--- src/rtl/wbdbgbus_testmem_pkg.sv ---
`default_nettype none
// ============================================================================
// Module   : wbdbgbus_testmem_pkg
// Purpose  : Shared types and helpers for the wbdbgbus test memory slave.
// Revision : 1.0 - initial release
// ============================================================================
package wbdbgbus_testmem_pkg;

    localparam int MAX_LATENCY = 4;
    localparam int RESP_DATA_W = 128;
    localparam int RESP_SEL_W  = RESP_DATA_W / 8;

    // Sized for the widest supported bus; narrower instances zero-extend.
    typedef struct packed {
        logic                   valid;
        logic                   err;
        logic [RESP_DATA_W-1:0] data;
    } resp_t;

    function automatic logic [RESP_DATA_W-1:0] byte_merge(
        input logic [RESP_DATA_W-1:0] old_word,
        input logic [RESP_DATA_W-1:0] new_word,
        input logic [RESP_SEL_W-1:0]  sel
    );
        logic [RESP_DATA_W-1:0] merged;
        merged = old_word;
        for (int b = 0; b < RESP_SEL_W; b++) begin
            if (sel[b]) begin
                merged[b*8 +: 8] = new_word[b*8 +: 8];
            end
        end
        return merged;
    endfunction

endpackage
`default_nettype wire

--- src/rtl/wbdbgbus_resp_pipe.sv ---
`default_nettype none
// ============================================================================
// Module   : wbdbgbus_resp_pipe
// Purpose  : LATENCY-stage response shift register with flush and reset.
// Revision : 1.0 - initial release
// ============================================================================
module wbdbgbus_resp_pipe
    import wbdbgbus_testmem_pkg::*;
#(
    parameter int LATENCY = 1
) (
    input  logic  i_clk,
    input  logic  i_rst_n,
    input  logic  i_flush,
    input  resp_t i_resp,
    output resp_t o_resp
);

    resp_t r_stage [LATENCY];

    // Flush only kills valid bits; stale data is masked downstream.
    always_ff @(posedge i_clk) begin
        if (!i_rst_n) begin
            for (int i = 0; i < LATENCY; i++) begin
                r_stage[i] <= '0;
            end
        end else begin
            r_stage[0]       <= i_resp;
            r_stage[0].valid <= i_resp.valid & ~i_flush;
            for (int i = 1; i < LATENCY; i++) begin
                r_stage[i]       <= r_stage[i-1];
                r_stage[i].valid <= r_stage[i-1].valid & ~i_flush;
            end
        end
    end

    assign o_resp = r_stage[LATENCY-1];

endmodule
`default_nettype wire

--- src/rtl/wbdbgbus_testmem.sv ---
`default_nettype none
// ============================================================================
// Module   : wbdbgbus_testmem
// Purpose  : Parametrised pipelined Wishbone memory target with fault hooks.
// Revision : 1.0 - initial release
// ============================================================================
module wbdbgbus_testmem
    import wbdbgbus_testmem_pkg::*;
#(
    parameter int DATA_W      = 32,
    parameter int ADDR_W      = 32,
    parameter int DEPTH       = 128,
    parameter int LATENCY     = 1,
    parameter int OOR_ERR     = 0,
    parameter int STALL_EVERY = 0
) (
    input  logic                i_clk,
    input  logic                i_rst_n,
    input  logic                i_wb_cyc,
    input  logic                i_wb_stb,
    input  logic                i_wb_we,
    input  logic [ADDR_W-1:0]   i_wb_addr,
    input  logic [DATA_W-1:0]   i_wb_data,
    input  logic [DATA_W/8-1:0] i_wb_sel,
    output logic                o_wb_ack,
    output logic                o_wb_err,
    output logic                o_wb_stall,
    output logic [DATA_W-1:0]   o_wb_data,
    input  logic                i_force_stall,
    input  logic                i_force_error,
    output logic [15:0]         o_resp_count
);

    localparam int                c_IDX_W   = (DEPTH > 1) ? $clog2(DEPTH) : 1;
    localparam int                c_LAT     = (LATENCY > MAX_LATENCY) ? MAX_LATENCY :
                                              (LATENCY < 1) ? 1 : LATENCY;
    localparam logic [ADDR_W-1:0] c_DEPTH_A = ADDR_W'(DEPTH);

    logic [DATA_W-1:0]  r_mem [DEPTH];
    logic [15:0]        r_resp_count;
    logic               w_gen_stall;
    logic               w_accept;
    logic               w_in_range;
    logic               w_resp_err;
    logic               w_do_write;
    logic [c_IDX_W-1:0] w_idx;
    logic [DATA_W-1:0]  w_rd_word;
    logic [DATA_W-1:0]  w_merged;
    resp_t              w_push;
    resp_t              w_out;
    logic               w_unused_resp;

    if (STALL_EVERY >= 2) begin : g_stall_gen
        localparam int                 c_CNT_W = $clog2(STALL_EVERY);
        localparam logic [c_CNT_W-1:0] c_LAST  = c_CNT_W'(STALL_EVERY - 1);
        logic [c_CNT_W-1:0] r_stall_cnt;

        always_ff @(posedge i_clk) begin
            if (!i_rst_n || !i_wb_cyc || r_stall_cnt == c_LAST) begin
                r_stall_cnt <= '0;
            end else begin
                r_stall_cnt <= r_stall_cnt + c_CNT_W'(1);
            end
        end
        assign w_gen_stall = (r_stall_cnt == c_LAST);
    end else begin : g_no_stall
        assign w_gen_stall = 1'b0;
    end

    assign o_wb_stall = i_force_stall | w_gen_stall;
    // Nothing is accepted while reset is held, so no RAM write can slip in.
    assign w_accept   = i_rst_n & i_wb_cyc & i_wb_stb & ~o_wb_stall;
    assign w_in_range = (i_wb_addr < c_DEPTH_A);
    assign w_idx      = i_wb_addr[c_IDX_W-1:0];
    assign w_rd_word  = r_mem[w_idx];
    assign w_resp_err = i_force_error | (~w_in_range & (OOR_ERR != 0));
    assign w_do_write = w_accept & i_wb_we & w_in_range & ~i_force_error;
    assign w_merged   = DATA_W'(byte_merge(RESP_DATA_W'(w_rd_word),
                                           RESP_DATA_W'(i_wb_data),
                                           RESP_SEL_W'(i_wb_sel)));

    always_ff @(posedge i_clk) begin
        if (w_do_write) begin
            r_mem[w_idx] <= w_merged;
        end
    end

    always_comb begin
        w_push       = '0;
        w_push.valid = w_accept;
        w_push.err   = w_resp_err;
        if (w_accept && !i_wb_we && w_in_range && !w_resp_err) begin
            w_push.data = RESP_DATA_W'(w_rd_word);
        end
    end

    wbdbgbus_resp_pipe #(
        .LATENCY (c_LAT)
    ) u_resp_pipe (
        .i_clk   (i_clk),
        .i_rst_n (i_rst_n),
        .i_flush (~i_wb_cyc),
        .i_resp  (w_push),
        .o_resp  (w_out)
    );

    // Gating with cyc guarantees no response escapes once the master aborts.
    assign o_wb_ack      = w_out.valid & ~w_out.err & i_wb_cyc;
    assign o_wb_err      = w_out.valid &  w_out.err & i_wb_cyc;
    assign o_wb_data     = o_wb_ack ? w_out.data[DATA_W-1:0] : '0;
    assign w_unused_resp = ^w_out.data;

    always_ff @(posedge i_clk) begin
        if (!i_rst_n) begin
            r_resp_count <= '0;
        end else if (o_wb_ack || o_wb_err) begin
            r_resp_count <= r_resp_count + 16'd1;
        end
    end

    assign o_resp_count = r_resp_count;

endmodule
`default_nettype wire
--- config.mk ---
export PLATFORM = sky130hd
export DESIGN_NAME = wbdbgbus_testmem
export DESIGN_NICKNAME = d
export VERILOG_FILES = /design/src/rtl/wbdbgbus_testmem_pkg.sv /design/src/rtl/wbdbgbus_resp_pipe.sv /design/src/rtl/wbdbgbus_testmem.sv
export SDC_FILE = /design/constraint.sdc
export NUM_CORES = 2
export LEC_CHECK = 0
export BUFFER_PORTS_ARGS = -buffer_cell sky130_fd_sc_hd__buf_4
export CORE_UTILIZATION = 40
export DETAILED_ROUTE_END_ITERATION = 8
export RECOVER_POWER = 25
export SLEW_MARGIN = 40
export SYNTH_ARGS = -nofsm -noshare
export SYNTH_HDL_FRONTEND = slang
export SYNTH_HIERARCHICAL = 1
export SYNTH_MEMORY_MAX_BITS = 65536
export SYNTH_SLANG_ARGS = --single-unit
export TNS_END_PERCENT = 20
--- constraint.sdc ---
create_clock -name i_clk -period 21.8 [get_ports i_clk]
set_clock_uncertainty 0.15 [all_clocks]
set_input_delay 4.36 -clock i_clk [delete_from_list [all_inputs] [get_ports i_clk]]
set_output_delay 4.36 -clock i_clk [all_outputs]
set_load 0.02 [all_outputs]
==> results.json <==
{
  "die_h_um": 635,
  "ir_drop_v": 0.0000835,
  "synth_area_um2": 160000,
  "slew_viol_final": 1983,
  "pwr-share-seq": 0.528,
  "endpoint_kind": "flip-flop",
  "cts_buffers": 410,
  "place_area_um2": 170000,
  "dp_hpwl_um": 267000,
  "first_pass_iters": 8,
  "wl_per_cell_um": 33.0,
  "min_path_type": "reg2reg",
  "clk_latency_ns": 0.98,
  "clk_pin_slew_worst_paths_ns": 0.06,
  "hold_buffers": 0,
  "cts.root.buffer_cell": "clkbuf_16",
  "grt_use_total": 0.235,
  "syn-mean-instance-area_um2": 18.1,
  "grt_first_pass_wirelength_um": 673000,
  "cts_tree": "yes",
  "post-cts-setup-buffers": 0,
  "wl_um": 491000,
  "failed_checks": "max-capacitance violations, max-slew violations",
  "grt_antenna_before_repair": 32,
  "grt_setup_unrepaired": "false",
  "pin_count": 126,
  "cp-start-kind": "input port",
  "required_ns": 22.10,
  "worstMarginPinSlew_ns": 3.95,
  "max_freq_ghz": 0.0870,
  "regToRegSetupSlack_ns": 17.73,
  "powerDensity_nw_per_um2": 93.0,
  "detailedPlace.worstSlack_ns": 10.56,
  "pwr-share-comb": 0.059,
  "die_w_um": 635,
  "post-route-drc-count": 0,
  "maxCapViolations": 77,
  "clockPowerShare": 0.414,
  "reg2reg_depth": 8,
  "clock_path_buffers": 4,
  "fill_cells": 33896,
  "p_leak_nw": 61.1,
  "period_share": 0.527,
  "critPathMaxFanout": 30,
  "start_util": 0.402,
  "gp_congestion": 0.830,
  "clock_sinks": 4146,
  "finalSetupViolCount": 0,
  "tns_ns": 0,
  "status": "complete, but fails checks",
  "fin_ws_ns": 10.31,
  "p_sw_frac": 0.222,
  "slew_headroom": -1.63,
  "gr-total-overflow": 0,
  "fin_area_um2": 182000,
  "syn_inst": 8854,
  "yosys_warnings": 6,
  "worstSetupPathType": "in2reg",
  "grt_pass1_vias": 85685,
  "h-tree-depth": 5,
  "io_buffers": 125,
  "drt_iter0_drc": 11306,
  "std_cell_rows": 232,
  "post_cts_resized": 0,
  "nNetsFinal": 9293,
  "p_int_w": 0.0132,
  "synth.net_count": 8930,
  "finalPower_w": 0.0169,
  "dieArea_um2": 403000,
  "finalHoldViolCount": 0,
  "whs_path_depth": 2,
  "vias": 89063,
  "fin_hold_ws_ns": 0.371,
  "vias_per_cell": 5.98,
  "ant_nets": 0,
  "grt_max_degree": 129,
  "area_growth_pct": 13.8,
  "switchingPower_w": 0.00375,
  "layout-drive-gt1-share": 0.124,
  "final.min_clock_period_ns": 11.49,
  "core_um2": 399000,
  "crit_arrival_ns": 11.79
}
==> registers in the layout, summed over array words and instances, names as in the netlist <==
register	count
o_resp_count	16
r_mem	4096
u_resp_pipe/r_stage	34
==> through the flow <==
step | std cells | utilization
final | 14905 | 0.457
after detailed placement | 14064 | 0.426
after CTS | 14817 | 0.459
after floorplan | 8854 | -
after global placement | 14044 | 0.424
after global routing | 14886 | 0.457
==> worst paths after layout <==
kind                                      from                            to
setup / recovery                       i_rst_n       r_mem[104][6]$_DFFE_PP_
hold / removal    o_resp_count[5]$_SDFFE_PN0P_  o_resp_count[5]$_SDFFE_PN0P_
setup reg to reg       r_mem[53][23]$_DFFE_PP_        r_mem[0][23]$_DFFE_PP_
hold reg to reg   o_resp_count[5]$_SDFFE_PN0P_  o_resp_count[5]$_SDFFE_PN0P_
==> cell type report <==
class                   count  area [um2]  share of cell area
repair buffers            505        3880              0.0213
clock buffers             517       10900              0.0596
well taps                5265        6590              0.0361
multi-input cells        4121       34200               0.188
diodes                     82         205             0.00113
inverters                  33         124            0.000680
clock inverters           236        2360              0.0129
flip-flops and latches   4146      124000               0.680
==> power by group through the flow <==
stage / Combinational, W / Clock [W] / Sequential, W
detailed placement: 0.000972 / 0 / 0.00912
finish: 0.000991 / 0.00701 / 0.00895
floorplan: 0.000544 / 0 / 0.00918
CTS: 0.000974 / 0.00707 / 0.00895
global placement: 0.000935 / 0 / 0.00912
global route: 0.00103 / 0.00738 / 0.00894
==> critical path, cell delays in order <==
cell and delay (ns):
clkbuf_1 1.41, and4b_1 0.41, nand4_1 0.58, nor2_1 0.34, and3b_1 0.32, nand2_2 0.07, clkbuf_1 0.89, nor2_1 0.51
clkbuf_1 2.82
==> placed cells by master, fill, tap and decap left out, types with 5 or more instances in the layout <==
cell,instances
a41oi_1,77
a41oi_2,51
and2_1,78
buf_12,17
buf_4,358
buf_6,30
bufinv_16,39
clkbuf_1,183
clkbuf_16,415
clkbuf_8,11
clkinv_1,71
clkinv_2,85
clkinvlp_4,16
dfxtp_1,50
diode_2,82
edfxtp_1,4096
inv_1,33
inv_6,8
mux2i_1,2048
mux2i_4,32
nand2_1,23
nand2_2,8
nand3_1,5
nand4_1,5
nor2_1,122
nor2_4,45
nor4_1,5
nor4_2,32
o21ai_0,314
o21ai_1,200
o22ai_1,1024
xnor2_1,10
==> layer usage <==
layer / track usage / vias to the layer above / wire length (um)
met2: 0.382 / 4656 / 232000
met3: 0.0398 / 882 / 44100
met5: 0 / - / 44
li1: - / 36725 / -
met1: 0.312 / 46792 / 192000
met4: 0.101 / 8 / 23400
No activity file was read; power rests on OpenSTA's default activity.
